==> src/rtl/spi_slave_frame_engine_if.sv <==
// ---------------------------------------------------------------------------
// spi_slave_frame_engine_if
// Purpose : bundles the SPI pins (SS_n/MOSI/MISO) and the RAM-side rx/tx
//           handshake of the SPI slave frame engine into one interface.
// Signals : SS_n, MOSI      - from the external SPI master
//           MISO            - serial read data back to the master
//           rx_data/rx_valid- completed frame {cmd, payload} and its strobe
//           tx_data/tx_valid- read data offered by the RAM side
//           busy, frame_err - engine status
// Modports: slave  - the frame engine side
//           master - the environment (SPI master + RAM) side
// ---------------------------------------------------------------------------
interface spi_slave_frame_engine_if #(
  parameter int unsigned DATA_W = 8
);
  logic              SS_n;
  logic              MOSI;
  logic              MISO;
  logic [DATA_W+1:0] rx_data;
  logic              rx_valid;
  logic [DATA_W-1:0] tx_data;
  logic              tx_valid;
  logic              busy;
  logic              frame_err;

  modport slave (
    input  SS_n, MOSI, tx_data, tx_valid,
    output MISO, rx_data, rx_valid, busy, frame_err
  );

  modport master (
    output SS_n, MOSI, tx_data, tx_valid,
    input  MISO, rx_data, rx_valid, busy, frame_err
  );
endinterface

==> src/rtl/spi_slave_frame_engine.sv <==
// ---------------------------------------------------------------------------
// spi_slave_frame_engine
// Purpose : SPI slave frame engine. Receives a path bit plus a
//           (DATA_W+2)-bit frame {cmd[1:0], payload} MSB first, validates the
//           command against the path, publishes completed frames on
//           rx_data/rx_valid and, after a read-data frame, waits for tx_valid
//           and shifts tx_data out on MISO MSB first. Aborted (SS_n raised
//           early) and malformed frames pulse frame_err.
// Ports   : clk   - system clock, SPI pins sampled on its rising edge
//           rst_n - asynchronous active-low reset
//           bus   - spi_slave_frame_engine_if.slave (SPI pins, rx/tx, status)
// Params  : DATA_W    - payload width (4..32)
//           MISO_IDLE - MISO level whenever read data is not being shifted
// ---------------------------------------------------------------------------
module spi_slave_frame_engine #(
  parameter int unsigned DATA_W    = 8,
  parameter logic        MISO_IDLE = 1'b0
) (
  input logic                     clk,
  input logic                     rst_n,
  spi_slave_frame_engine_if.slave bus
);

  localparam int unsigned FRAME_W = DATA_W + 2;
  localparam logic [5:0]  LAST_RX = 6'(FRAME_W - 1);
  localparam logic [5:0]  LAST_TX = 6'(DATA_W - 1);

  typedef enum logic [2:0] {
    ST_IDLE, ST_CHK_CMD, ST_WRITE, ST_READ_ADD,
    ST_READ_DATA, ST_READ_WAIT, ST_SHIFT_OUT, ST_DONE
  } state_e;

  state_e               state_q;
  logic [5:0]           cnt_q;
  logic                 rd_flag_q;
  logic [FRAME_W-2:0]   rx_sh_q;     // top bit is never needed: the frame completes on MOSI directly
  logic [FRAME_W-1:0]   rx_data_q;
  logic                 rx_valid_q;
  logic                 frame_err_q;
  logic [DATA_W-1:0]    tx_sh_q;
  logic                 miso_q;

  logic [FRAME_W-1:0]   rx_word;
  logic                 cmd_ok;

  // Frame as it stands including the bit on MOSI this cycle, and whether its
  // command field matches the path chosen in CHK_CMD.
  always_comb begin
    rx_word = {rx_sh_q, bus.MOSI};
    cmd_ok  = 1'b0;
    case (state_q)
      ST_WRITE:     cmd_ok = (rx_word[FRAME_W-1] == 1'b0);
      ST_READ_ADD:  cmd_ok = (rx_word[FRAME_W-1 -: 2] == 2'b10);
      ST_READ_DATA: cmd_ok = (rx_word[FRAME_W-1 -: 2] == 2'b11);
      default:      cmd_ok = 1'b0;
    endcase
  end

  always_ff @(posedge clk or negedge rst_n) begin
    if (!rst_n) begin
      state_q     <= ST_IDLE;
      cnt_q       <= '0;
      rd_flag_q   <= 1'b0;
      rx_sh_q     <= '0;
      rx_data_q   <= '0;
      rx_valid_q  <= 1'b0;
      frame_err_q <= 1'b0;
      tx_sh_q     <= '0;
      miso_q      <= MISO_IDLE;
    end else begin
      rx_valid_q  <= 1'b0;
      frame_err_q <= 1'b0;
      if (state_q != ST_IDLE && bus.SS_n) begin
        // SS_n deasserted: only legal once the frame is DONE, anything
        // earlier (including on the final bit) is an abort.
        state_q <= ST_IDLE;
        cnt_q   <= '0;
        miso_q  <= MISO_IDLE;
        if (state_q != ST_DONE) frame_err_q <= 1'b1;
      end else begin
        case (state_q)
          ST_IDLE: begin
            if (!bus.SS_n) state_q <= ST_CHK_CMD;
          end
          ST_CHK_CMD: begin
            cnt_q <= '0;
            if (!bus.MOSI)     state_q <= ST_WRITE;
            else if (rd_flag_q) state_q <= ST_READ_DATA;
            else                state_q <= ST_READ_ADD;
          end
          ST_WRITE, ST_READ_ADD, ST_READ_DATA: begin
            rx_sh_q <= rx_word[FRAME_W-2:0];
            if (cnt_q == LAST_RX) begin
              cnt_q   <= '0;
              state_q <= ST_DONE;
              if (cmd_ok) begin
                rx_data_q  <= rx_word;
                rx_valid_q <= 1'b1;
                if (state_q == ST_READ_ADD) rd_flag_q <= 1'b1;
                if (state_q == ST_READ_DATA) begin
                  rd_flag_q <= 1'b0;
                  state_q   <= ST_READ_WAIT;
                end
              end else begin
                frame_err_q <= 1'b1;
              end
            end else begin
              cnt_q <= cnt_q + 6'd1;
            end
          end
          ST_READ_WAIT: begin
            // MSB goes straight to MISO so it is valid right after this edge.
            if (bus.tx_valid) begin
              miso_q  <= bus.tx_data[DATA_W-1];
              tx_sh_q <= {bus.tx_data[DATA_W-2:0], 1'b0};
              cnt_q   <= '0;
              state_q <= ST_SHIFT_OUT;
            end
          end
          ST_SHIFT_OUT: begin
            if (cnt_q == LAST_TX) begin
              miso_q  <= MISO_IDLE;
              cnt_q   <= '0;
              state_q <= ST_DONE;
            end else begin
              miso_q  <= tx_sh_q[DATA_W-1];
              tx_sh_q <= {tx_sh_q[DATA_W-2:0], 1'b0};
              cnt_q   <= cnt_q + 6'd1;
            end
          end
          ST_DONE: ;
          default: state_q <= ST_IDLE;
        endcase
      end
    end
  end

  assign bus.MISO      = miso_q;
  assign bus.rx_data   = rx_data_q;
  assign bus.rx_valid  = rx_valid_q;
  assign bus.frame_err = frame_err_q;
  assign bus.busy      = (state_q != ST_IDLE);

endmodule

==> src/flat_wrapper.sv <==
// flat-port wrapper written by rule: the top's interface ports become plain ports
module spi_slave_frame_engine_flat 
#(
  parameter int unsigned DATA_W    = 8,
  parameter logic        MISO_IDLE = 1'b0
)
  (clk, rst_n, bus_SS_n, bus_MOSI, bus_tx_data, bus_tx_valid, bus_MISO, bus_rx_data, bus_rx_valid, bus_busy, bus_frame_err);
  spi_slave_frame_engine_if #(.DATA_W(DATA_W)) bus_i ();
  input logic clk;
  input logic rst_n;
  input wire logic [$bits(bus_i.SS_n)-1:0] bus_SS_n;
  input wire logic [$bits(bus_i.MOSI)-1:0] bus_MOSI;
  input wire logic [$bits(bus_i.tx_data)-1:0] bus_tx_data;
  input wire logic [$bits(bus_i.tx_valid)-1:0] bus_tx_valid;
  output wire logic [$bits(bus_i.MISO)-1:0] bus_MISO;
  output wire logic [$bits(bus_i.rx_data)-1:0] bus_rx_data;
  output wire logic [$bits(bus_i.rx_valid)-1:0] bus_rx_valid;
  output wire logic [$bits(bus_i.busy)-1:0] bus_busy;
  output wire logic [$bits(bus_i.frame_err)-1:0] bus_frame_err;
  assign bus_i.SS_n = bus_SS_n;
  assign bus_i.MOSI = bus_MOSI;
  assign bus_i.tx_data = bus_tx_data;
  assign bus_i.tx_valid = bus_tx_valid;
  assign bus_MISO = bus_i.MISO;
  assign bus_rx_data = bus_i.rx_data;
  assign bus_rx_valid = bus_i.rx_valid;
  assign bus_busy = bus_i.busy;
  assign bus_frame_err = bus_i.frame_err;
  spi_slave_frame_engine #(.DATA_W(DATA_W), .MISO_IDLE(MISO_IDLE)) u_core (.clk(clk), .rst_n(rst_n), .bus(bus_i));
endmodule
==> config.mk <==
export PLATFORM = sky130hd
export DESIGN_NAME = spi_slave_frame_engine_flat
export DESIGN_NICKNAME = d
export VERILOG_FILES = /design/src/rtl/spi_slave_frame_engine_if.sv /design/src/rtl/spi_slave_frame_engine.sv /design/src/flat_wrapper.sv
export SDC_FILE = /design/constraint.sdc
export NUM_CORES = 1
export LEC_CHECK = 0
export CAP_MARGIN = 20
export CORE_ASPECT_RATIO = 1.75
export CORE_MARGIN = 2
export CORE_UTILIZATION = 49
export CTS_CLUSTER_DIAMETER = 30
export CTS_CLUSTER_SIZE = 10
export DETAILED_ROUTE_END_ITERATION = 10
export PLACE_DENSITY = 0.77
export REMOVE_ABC_BUFFERS = 1
export SYNTH_ARGS = -nofsm -noshare
export SYNTH_HDL_FRONTEND = slang
export SYNTH_SLANG_ARGS = --single-unit
export TNS_END_PERCENT = 5
==> constraint.sdc <==
create_clock -name clk -period 2 [get_ports clk]
set_input_delay 0.5 -clock clk [delete_from_list [all_inputs] [get_ports clk]]
set_output_delay 0.5 -clock clk [all_outputs]
set_load 0.02 [all_outputs]
**Word-level counts from Yosys, hierarchy flattened**

Index checks and enable logic that the tools add are counted.

- Add/sub/neg operators: 1
- Equal/unequal tests: 17
- Mux-type cells: 34
- Bitwise gates (word level): 2
- Reductions and logical operators: 16

Operators by type and width:

| operator | count |
|---|---|
| two-way mux 3 bit | 8 |
| two-way mux 6 bit | 4 |
| one-hot mux 6 bit (4 select lines) | 1 |
| two-way mux 8 bit | 2 |
| one-hot mux 8 bit (2 select lines) | 1 |
| one-hot mux 3 bit (5 select lines) | 1 |
| two-way mux 1 bit | 14 |
| AND reduction 5 bit | 2 |
| equality test 3 bit (second input constant) | 3 |
| AND reduction 4 bit | 2 |
| adder 6 x 1 -> 6 bit (second input constant) | 1 |
| equality test 3 x 2 -> 1 bit (second input constant) | 2 |
| equality test 6 x 3 -> 1 bit (second input constant) | 1 |
| equality test 6 x 4 -> 1 bit (second input constant) | 1 |
| inequality test 3 x 1 -> 1 bit (second input constant) | 2 |
| inequality test 3 x 2 -> 1 bit (second input constant) | 2 |
| AND reduction 2 bit | 3 |
| nonzero test 3 bit | 2 |
| nonzero test 6 bit | 1 |
| nonzero test 5 bit | 1 |
| equality test 2 bit (second input constant) | 2 |
| inequality test 2 bit (second input constant) | 2 |
| nonzero test 2 bit | 2 |
| equality test 3 x 1 -> 1 bit (second input constant) | 1 |
| other kinds (8) | 9 |

- Register bits: 40
- Input bits: 13
- Output and inout bits: 14
- Word-level logic and storage cells: 79

**Depth between registers and ports, before layout**

- Word-level depth: 6
- Mapped depth: 8
- Gate-level depth less buffers: 7

**Worst setup path after synthesis**

No wires, ideal clock.

- Path kind: flip-flop to flip-flop
- Start point: reg u_core.cnt_q[1]
- End point: reg u_core.rx_data_q[2] (netlist: u_core.bus.rx_data[2])
- Setup time: 0.127 ns
- Arrival time: 1.769 ns
- Slack: 0.103 ns
- Cell stages (with the launch flop): 8
- Path buffers: 1
- Period minus slack after synthesis: 1.897 ns
- Cells stage by stage: dfrtp_1 > inv_1 > ha_1 > nor2b_1 > nand3_1 > a2111oi_4 > buf_6 > mux2_1

- Longest elaborated chain between the ends: 2

RTL lines:

| item | RTL line | text |
|---|---|---|
| from (decl) | spi_slave_frame_engine.sv:34 | `logic [5:0] cnt_q;` |
| from (signal assigned) | spi_slave_frame_engine.sv:108 | `cnt_q <= cnt_q + 6'd1;` |
| from (signal assigned) | spi_slave_frame_engine.sv:128 | `cnt_q <= cnt_q + 6'd1;` |
| equality test 6 x 4 -> 1 bit | spi_slave_frame_engine.sv:93 | `if (cnt_q == LAST_RX) begin` |
| AND reduction 4 bit (no line) | - |  |
| to (signal assigned) | spi_slave_frame_engine.sv:97 | `rx_data_q <= rx_word;` |
| to (decl) | spi_slave_frame_engine.sv:37 | `logic [FRAME_W-1:0] rx_data_q;` |

Every way passes these cells.
A chain may end at the register's enable or synchronous reset.

**Final worst setup path**

- Start point: reg u_core.state_q[2]
- End point: reg u_core.rx_data_q[4] (netlist: u_core.bus.rx_data[4])

- Longest elaborated chain between the ends: 4
- Elaborated cells between the ends (all ways): 9
- Classes of those cells: 3 x eq/ne; 1 x mux; 1 x bitwise; 4 x reduce/logical

RTL lines:

| item | RTL line | text |
|---|---|---|
| from (decl) | spi_slave_frame_engine.sv:33 | `state_e state_q;` |
| from (signal assigned) | spi_slave_frame_engine.sv:61 | `state_q <= ST_IDLE;` |
| from (signal assigned) | spi_slave_frame_engine.sv:76 | `state_q <= ST_IDLE;` |
| from (signal assigned) | spi_slave_frame_engine.sv:83 | `if (!bus.SS_n) state_q <= ST_CHK_CMD;` |
| branches (longest 3 deep; another with equality test 3 bit) | - |  |
| AND reduction 4 bit (no line) (*) | - |  |

Every way passes the cells marked *.

==> impl_metrics.tcl <==
set metrics [dict create \
    outcome "finished, violations left" \
    violations "setup timing" \
    layout.nets 232 \
    grt_util_met3 0.0378 \
    max_freq_ghz 0.493 \
    synth_area_mm2 0.00195 \
    core_region_area_mm2 0.00387 \
    ios 27 \
    ys_seq_area_frac 0.501 \
    grt_pass1_wl_um 6640 \
    numClockSinks 39 \
    fin_total_pwr_mw 2.78 \
    routed_wl_um 4230 \
    fill_cells 291 \
    cp_max_fo 8 \
    final-hold-violation-count 0 \
    start_kind "flop" \
    fin_util 0.654 \
    die_x_um 51.7 \
    tightest_slew_ns 0.482 \
    finalSetupViolations 6 \
    finalWorstPathRequiredPeriod_ns 2.03 \
    critPathKind "reg -> reg" \
    grt_max_degree 22 \
    clockBufferDepth 2 \
    fin_crit_sh 1.01 \
    grt_most_used_layer "met2" \
    multi_input_area_um2 947 \
    reg2reg_depth 5 \
    yosys_register_bits 39 \
    ant_nets 0 \
    synth_warnings 0 \
    drt_iter0_drc 39 \
    grt_pass1_vias 1534 \
    synth_top_area_cell "dfrtp_1" \
    rsz0062_at_grt "true" \
    cts_tree "built" \
    antenna_found_initial 0 \
    drtPass1Iterations 4 \
    synthArstFlopShare 1.00 \
    fin_ws_ns -0.0276 \
    synthFlopType "dfrtp_1" \
    r2r_setup_slack_ns -0.03 \
    grt_util_met2 0.368 \
    cap_violations 0 \
    place_area_mm2 0.00235 \
    clk_latency_ns 0.30 \
    required_ns 2.18 \
    p_leak_nw 1.17 \
    power_density_mw_per_mm2 1100 \
    ys_top_cells_by_area "dfrtp_1 (50%), mux2_2 (5.8%), mux2_1 (4.6%), mux2i_1 (3.6%), a21oi_1 (2.6%)" \
    layout-drive-gt1-share 0.275 \
    grt_use_total 0.198 \
    dieArea_mm2 0.00452 \
    clk_pin_slew_ns 0.08 \
    area_delta_synth_final_pct 29.8 \
    grt.met1_usage 0.207 \
    crit_path_end_kind "flop" \
    root_buffer "clkbuf_8" \
    htreeDepth 2 \
    num_rows 30 \
    stdcell_area_mm2 0.00253 \
    min_path_type "in -> async" \
    fin_skew_ns 0.00705 \
    via_per_inst 5.67 \
    syn-mean-instance-area_um2 11.3 \
    synth_top_area_share 0.501 \
    netlist_instances 173 \
    hpwl_um 3110 \
    routedWlPerCell_um 15.9 \
    synth-edff-count 0 \
    cp.arrival_ns 2.21 \
    synth.distinct_cells 46 \
    portBuffers 26 \
    die_h_um 87.4 \
    drv_slew 0 \
    grt_overflow 0 \
    slew_headroom 0.678 \
    cts_made_buffers 5 \
    vias 1509 \
    ir_worst_vdd_mv 0.835 \
    drc_errors 0 \
    start_util 0.504 \
    seqCellArea_um2 976 \
    fin_hold_ws_ns 0.153 \
    antenna_cells 0 \
    gp_congestion 0.855 \
]
[layer usage]
metal,part of all wire,vias up
li1,-,716
met5,0,-
met1,0.38,747
met2,0.56,36
met3,0.035,10
met4,0.025,0
[synth_stat cells, drive strengths merged (4+ instances only)]
cell / n
nand2: 10
o21ai: 9
mux2i: 7
nor2: 10
nand3: 4
mux2: 18
nor3: 5
a21oi: 11
nand2b: 6
dfrtp: 39
inv: 8
buf: 6
[cells by family (layout without fill, tap and decap cells)]
logic type	after synthesis	in the layout	share of synthesized area
AO/OA/AOI/OAI	46	46	0.179
flip-flops	39	39	0.501
adder cells (fa/ha/maj)	2	2	0.0128
buffers and inverters	17	62	0.0456
multiplexers	25	25	0.140
AND/OR/NAND/NOR	44	44	0.122
[final cells by class]
| type | count | share of cell area |
|---|---|---|
| tap | 48 | 0.0237 |
| multi-input combinational | 117 | 0.374 |
| inverter | 8 | 0.0119 |
| clock buffer | 5 | 0.0272 |
| sequential | 39 | 0.386 |
| timing repair buffer | 46 | 0.168 |
| clock inverter | 3 | 0.00940 |
[sequential cells by signal, summed over array words and instances, names as in the netlist]
register and count:
u_core.bus.rx_data 10, u_core.cnt_q 6, u_core.rx_sh_q 9, u_core.bus.MISO 1, u_core.rd_flag_q 1, u_core.tx_sh_q 7
u_core.bus.rx_valid 1, u_core.state_q 3, u_core.bus.frame_err 1
[metrics by stage]
stage,setup TNS [ns],setup WS (ns),cells
2_1_floorplan,-1.42,-0.156,164
3_3_place_gp,-0.368,-0.0798,255
3_5_place_dp,-1.00,-0.200,255
4_1_cts,0,0.0329,263
5_1_grt,-0.549,-0.0774,266
6_report,-0.0843,-0.0276,266
[worst max-delay path, stage by stage, from the launching register on]
cell and delay, ns:
dfrtp_1 0.44, nand2b_4 0.18, o31a_1 0.33, a2111oi_4 0.42, buf_6 0.22, mux2_1 0.32
[where the power goes]
group | leakage, nW | internal [mW] | switching [mW]
Combinational | 0.616 | 0.542 | 0.537
Sequential | 0.515 | 0.993 | 0.165
Clock | 0.0408 | 0.249 | 0.290
Total | 1.17 | 1.78 | 0.991
[placed cells by master, fill, tap and decap left out, types with 8 or more instances in the layout]
cell type / instances
inv_1: 8
nor2_1: 10
clkdlybuf4s50_1: 24
buf_4: 17
a21oi_1: 10
dfrtp_1: 39
mux2_2: 8
mux2_4: 9
o21ai_0: 8
nand2_1: 10
[repair_timing]
action / CTS / global route
pin swaps: 0 / 2
endpoints found under the setup margin: 10 / 13
hold buffers: 0 / 0
setup buffers: 0 / 3
gates resized for setup: 5 / 13
[worst paths after layout]
check,to,startpoint
setup / recovery,u_core.bus.rx_data[4],u_core.state_q[2]
hold / removal,u_core.rx_sh_q[8],rst_n
setup reg to reg,u_core.bus.rx_data[4],u_core.state_q[2]
max in group asynchronous,u_core.tx_sh_q[6],rst_n
min in group clk,u_core.bus.rx_data[4],u_core.bus.rx_data[4]
hold reg to reg,u_core.bus.rx_data[4],u_core.bus.rx_data[4]
Note: power is estimated with default switching activity, not from simulation.
